==> config.mk <==
export PLATFORM = sky130hd
export DESIGN_NAME = apb_cmd_master
export DESIGN_NICKNAME = d
export VERILOG_FILES = /design/src/rtl/apb_cmd_master.sv
export SDC_FILE = /design/constraint.sdc
export NUM_CORES = 1
export LEC_CHECK = 0
export CAP_MARGIN = 20
export CORE_MARGIN = 10
export CORE_UTILIZATION = 30
export CTS_BUF_LIST = sky130_fd_sc_hd__clkbuf_8
export DETAILED_ROUTE_END_ITERATION = 16
export SLEW_MARGIN = 20
export SYNTH_ARGS = -nofsm -noshare
export SYNTH_HDL_FRONTEND = slang
export SYNTH_SLANG_ARGS = --single-unit
==> constraint.sdc <==
create_clock -name PCLK -period 8.5 [get_ports PCLK]
set_clock_uncertainty 0.15 [all_clocks]
set_input_delay 1.7 -clock PCLK [delete_from_list [all_inputs] [get_ports PCLK]]
set_output_delay 1.7 -clock PCLK [all_outputs]
set_load 0.02 [all_outputs]
==> src/rtl/apb_cmd_master.sv <==
// APB initiator: accepts single-beat read/write commands from a local client,
// runs the SETUP/ACCESS sequence on APB and returns data/status on a response handshake.
module apb_cmd_master #(
  parameter int ADDR_WIDTH     = 32,
  parameter int DATA_WIDTH     = 32,
  parameter int TIMEOUT_CYCLES = 16
) (
  input  logic                  PCLK,
  input  logic                  PRESET,
  input  logic                  cmd_valid,
  output logic                  cmd_ready,
  input  logic                  cmd_write,
  input  logic [ADDR_WIDTH-1:0] cmd_addr,
  input  logic [DATA_WIDTH-1:0] cmd_wdata,
  output logic                  rsp_valid,
  input  logic                  rsp_ready,
  output logic [DATA_WIDTH-1:0] rsp_rdata,
  output logic                  rsp_timeout,
  output logic [ADDR_WIDTH-1:0] PADDR,
  output logic                  PWRITE,
  output logic                  PSEL,
  output logic                  PENABLE,
  output logic [DATA_WIDTH-1:0] PWDATA,
  input  logic [DATA_WIDTH-1:0] PRDATA,
  input  logic                  PREADY
);

  localparam bit TO_EN = (TIMEOUT_CYCLES > 0);
  localparam int CNT_W = TO_EN ? $clog2(TIMEOUT_CYCLES + 1) : 1;
  localparam logic [CNT_W-1:0] CNT_MAX  = '1;
  localparam logic [CNT_W-1:0] CNT_LAST = TO_EN ? CNT_W'(TIMEOUT_CYCLES - 1) : '0;

  typedef enum logic [1:0] {IDLE, SETUP, ACCESS, RESP} state_t;

  state_t                  state_q, state_d;
  logic                    psel_q, psel_d;
  logic                    penable_q, penable_d;
  logic                    pwrite_q, pwrite_d;
  logic [ADDR_WIDTH-1:0]   paddr_q, paddr_d;
  logic [DATA_WIDTH-1:0]   pwdata_q, pwdata_d;
  logic                    rsp_valid_q, rsp_valid_d;
  logic                    rsp_timeout_q, rsp_timeout_d;
  logic [DATA_WIDTH-1:0]   rsp_rdata_q, rsp_rdata_d;
  logic [CNT_W-1:0]        wait_cnt_q, wait_cnt_d;
  logic                    timeout_hit;

  assign cmd_ready   = (state_q == IDLE) && !PRESET;
  // The N-th stalled ACCESS edge sees the counter at N-1.
  assign timeout_hit = TO_EN && (wait_cnt_q == CNT_LAST);

  always_comb begin
    state_d       = state_q;
    psel_d        = psel_q;
    penable_d     = penable_q;
    pwrite_d      = pwrite_q;
    paddr_d       = paddr_q;
    pwdata_d      = pwdata_q;
    rsp_valid_d   = rsp_valid_q;
    rsp_timeout_d = rsp_timeout_q;
    rsp_rdata_d   = rsp_rdata_q;
    wait_cnt_d    = wait_cnt_q;
    case (state_q)
      IDLE: begin
        if (cmd_valid && cmd_ready) begin
          state_d   = SETUP;
          psel_d    = 1'b1;
          penable_d = 1'b0;
          paddr_d   = cmd_addr;
          pwrite_d  = cmd_write;
          if (cmd_write) pwdata_d = cmd_wdata;
        end
      end
      SETUP: begin
        state_d    = ACCESS;
        penable_d  = 1'b1;
        wait_cnt_d = '0;
      end
      ACCESS: begin
        if (PREADY) begin
          state_d       = RESP;
          psel_d        = 1'b0;
          penable_d     = 1'b0;
          rsp_valid_d   = 1'b1;
          rsp_timeout_d = 1'b0;
          rsp_rdata_d   = pwrite_q ? '0 : PRDATA;
        end else if (timeout_hit) begin
          state_d       = RESP;
          psel_d        = 1'b0;
          penable_d     = 1'b0;
          rsp_valid_d   = 1'b1;
          rsp_timeout_d = 1'b1;
          rsp_rdata_d   = '0;
        end else if (wait_cnt_q != CNT_MAX) begin
          wait_cnt_d = wait_cnt_q + 1'b1;
        end
      end
      RESP: begin
        if (rsp_ready) begin
          state_d     = IDLE;
          rsp_valid_d = 1'b0;
        end
      end
      default: state_d = IDLE;
    endcase
  end

  always_ff @(posedge PCLK or posedge PRESET) begin
    if (PRESET) begin
      state_q       <= IDLE;
      psel_q        <= 1'b0;
      penable_q     <= 1'b0;
      pwrite_q      <= 1'b0;
      paddr_q       <= '0;
      pwdata_q      <= '0;
      rsp_valid_q   <= 1'b0;
      rsp_timeout_q <= 1'b0;
      rsp_rdata_q   <= '0;
      wait_cnt_q    <= '0;
    end else begin
      state_q       <= state_d;
      psel_q        <= psel_d;
      penable_q     <= penable_d;
      pwrite_q      <= pwrite_d;
      paddr_q       <= paddr_d;
      pwdata_q      <= pwdata_d;
      rsp_valid_q   <= rsp_valid_d;
      rsp_timeout_q <= rsp_timeout_d;
      rsp_rdata_q   <= rsp_rdata_d;
      wait_cnt_q    <= wait_cnt_d;
    end
  end

  assign PSEL        = psel_q;
  assign PENABLE     = penable_q;
  assign PWRITE      = pwrite_q;
  assign PADDR       = paddr_q;
  assign PWDATA      = pwdata_q;
  assign rsp_valid   = rsp_valid_q;
  assign rsp_timeout = rsp_timeout_q;
  assign rsp_rdata   = rsp_rdata_q;

endmodule

==> impl_results.md <==
- Status: finished clean
- Max_cap viols: 0
- Crit Reg-Reg Startpoint: state_q[0]
- Seq/Total Area, Yosys: 0.609
- Overflow after GRT: 0
- Tcrit/Tclk final: 0.581
- Mapped cell area: 4440 um2
- CTS Buffer Depth: 2
- Setup TNS: 0 ns
- Post-route DRC violation count: 0
- Initial Utilization: 0.305
- # nets final: 653
- Clk_lat worst skew: 0.37 ns
- Max Fclk: 202 MHz
- CTS Hold Bufs: 0
- Initial antenna violation count: 0
- Min-delay worst type: reg2reg
- Hold Path Cell Cnt: 1
- Worst rel slew slack: 0.501
- Yosys cell types: 29
- DP HPWL: 9760 um
- Setup bufs post-CTS: 0
- Most used cell, CP: clkdlybuf4s50_1
- RSZ-0062 raised after global routing: no
- Most frequent cell after synthesis: dfrtp_1
- Synth top cells by count: 108 x dfrtp_1, 75 x nand2_1, 37 x mux2_2, 37 x o21ai_0, 29 x mux2_4
- Worst path bufs/invs: 2
- Post-synth top area share: 0.609
- Worst Max-Slew Pin Slew: 0.748 ns
- Pleak: 0.00304 uW
- Syn avg cell area: 13.0 um2
- ANT nets after route: 0
- Cells after Synth: 341
- I/O Buffers: 203
- Hold Vio Cnt, Final: 0
- Hold Path Sink: wait_cnt_q[3]
- R2r endpoint: PWDATA[9]
- Critical path's top delay family: buffers and inverters
- Die H: 142 um
- Hold WS: 0.331 ns
- Worst setup SP type: input port
- CP max FO: 4
- Syn Nets: 452
- Largest cells by area after synthesis: dfrtp_1 61%, mux2_4 9.8%, mux2_2 9.4%
- Cells along the critical path: clkdlybuf4s50_1 -> and2b_1 -> clkdlybuf4s50_1
- Cell accounting for the most synthesized area: dfrtp_1
- CTS tree: done
- Num CTS Buffers: 9
- H-tree depth: 3
- Req. time, crit path: 6.65 ns
- Main synth FF type: dfrtp_1
- Vias in the first global route: 3503
- Register-to-register setup slack: 6.08 ns
- Setup violations, final: 0
- Largest stage delay on the critical path: 0.63 ns
- EDFF count, synth: 0
- Clk sinks: 108
- Routability cong.: 0.747
- Layout area overhead: 54.7%
- Crit path DAT: 3.09 ns
- Drt wl/cell: 17.7 um
- Worst setup EP type: output port
- Pins Over Slew Limit: 0
- Area of the die: 20100 um2
- Root buffer cell: clkbuf_8
- Tmin final: 4.94 ns
- Peak supply drop: 188 uV
- Post-synth ARST share: 1.00
- Placement row count: 44
- Kind of critical path: in2out
- Diode count: 0
- Synthesis warning total: 0
- Clk slew on worst S/H paths: 0.10 ns
- Total Wirelength: 13000 um
- Total global-route track usage: 0.128
- First-pass GRT wire length: 20400 um
- Core area: 14500 um2
- Reg2reg path depth: 5
- Via Count: 3270
- Die width: 142 um
- PwrDens: 367 nW/um2
- Starting DRT DRC Count: 128
- Via density: 4.47
- #FFs+latches synth: 108
- Hold Crit Start: wait_cnt_q[3]
- IO Pins: 204
- Cts repair resizes: 0
- Share of post-route cells with drive strength above 1: 0.165
- Largest net degree at the start of global routing: 67
- Critical Path Slowest Stage Cell: clkdlybuf4s50_1
- DRT Pass-1 Iters: 4
==> layout by cell type (no fill, tap or decap) <==
cell type	instances
mux2_4	29
nand3_1	3
buf_4	4
nor4b_1	1
clkinvlp_4	1
nor2b_1	1
a21oi_1	2
mux2_2	37
bufinv_16	2
nor2_1	1
inv_4	1
and2b_1	1
dfrtp_1	108
o21ai_4	1
nand4_1	1
nand2_1	75
a2111oi_0	1
a221o_1	1
nand2b_1	2
o22ai_1	1
and3_1	1
mux2i_1	2
nand3_4	1
inv_1	4
o21ai_0	36
ha_1	9
o311ai_0	1
clkdlybuf4s50_1	203
clkbuf_8	10
or4b_1	1
a221oi_1	1
inv_6	1
clkinv_2	2
nor2b_2	1
nand3b_1	1
==> worst max path at each step <==
stage	startpoint	endpoint	slack, ns	depth (start not counted)
final	PRESET	cmd_ready	3.56	3
after global routing	PRESET	cmd_ready	3.49	3
after floorplan	PRESET	PADDR[0]	3.80	1
after global placement	PRESET	cmd_ready	3.55	3
after detailed placement	PRESET	cmd_ready	3.55	3
after CTS	PRESET	cmd_ready	3.55	3
==> cell families (layout without fill, tap and decap cells) <==
family                     Yosys count  in the layout  share of synthesized area
DFF                                108            108                      0.609
and+or+nand+nor                     90             90                     0.0877
muxes                               68             68                      0.196
AOI/OAI and AO/OA                   44             44                     0.0536
buffers and inverters               22            228                     0.0282
adders and majority gates            9              9                     0.0254
==> through the flow <==
step	setup slack (ns)	instance area [um2]	power, uW	utilization	instances
final	3.56	6870	2520	0.472	731
after floorplan	3.80	4440	1550	-	341
after global routing	3.49	6870	2680	0.472	731
after detailed placement	3.55	6640	2200	0.457	715
after CTS	3.55	6870	2570	0.472	731
after global placement	3.55	6640	2170	0.457	715
==> flip-flops by register name, summed over array words and instances (netlist names) <==
| name | cells |
|---|---|
| PADDR | 32 |
| PENABLE | 1 |
| PSEL | 1 |
| PWDATA | 32 |
| PWRITE | 1 |
| rsp_rdata | 32 |
| rsp_timeout | 1 |
| rsp_valid | 1 |
| state_q | 2 |
| wait_cnt_q | 5 |
==> where the power goes <==
group          internal [uW]  leakage, uW  switching, uW
registers                757      0.00135            130
clock network            174     0.000113            180
logic                    665      0.00157            615
==> worst reg2reg max path, stage by stage, from the launching register on <==
cell,delay [ns]
dfrtp_1,0.43
inv_1,0.13
ha_1,0.30
and2b_1,0.22
nand3_4,0.51
mux2_4,0.57
==> routing by layer <==
layer,routed length [um],global-route usage,vias up
li1,-,-,1554
met1,5270,0.147,1586
met2,6520,0.214,117
met3,1020,0.0497,13
met4,165,0.0377,0
met5,0,0,-
==> cell type report <==
cell class	instances	area, um2
timing repair buffer	207	2060
fill	1346	7670
inverter	5	21.3
sequential	108	2700
clock buffer	10	138
clock inverter	6	86.3
tap	184	230
multi-input combinational	211	1630
(Power assumes the default switching activity.)
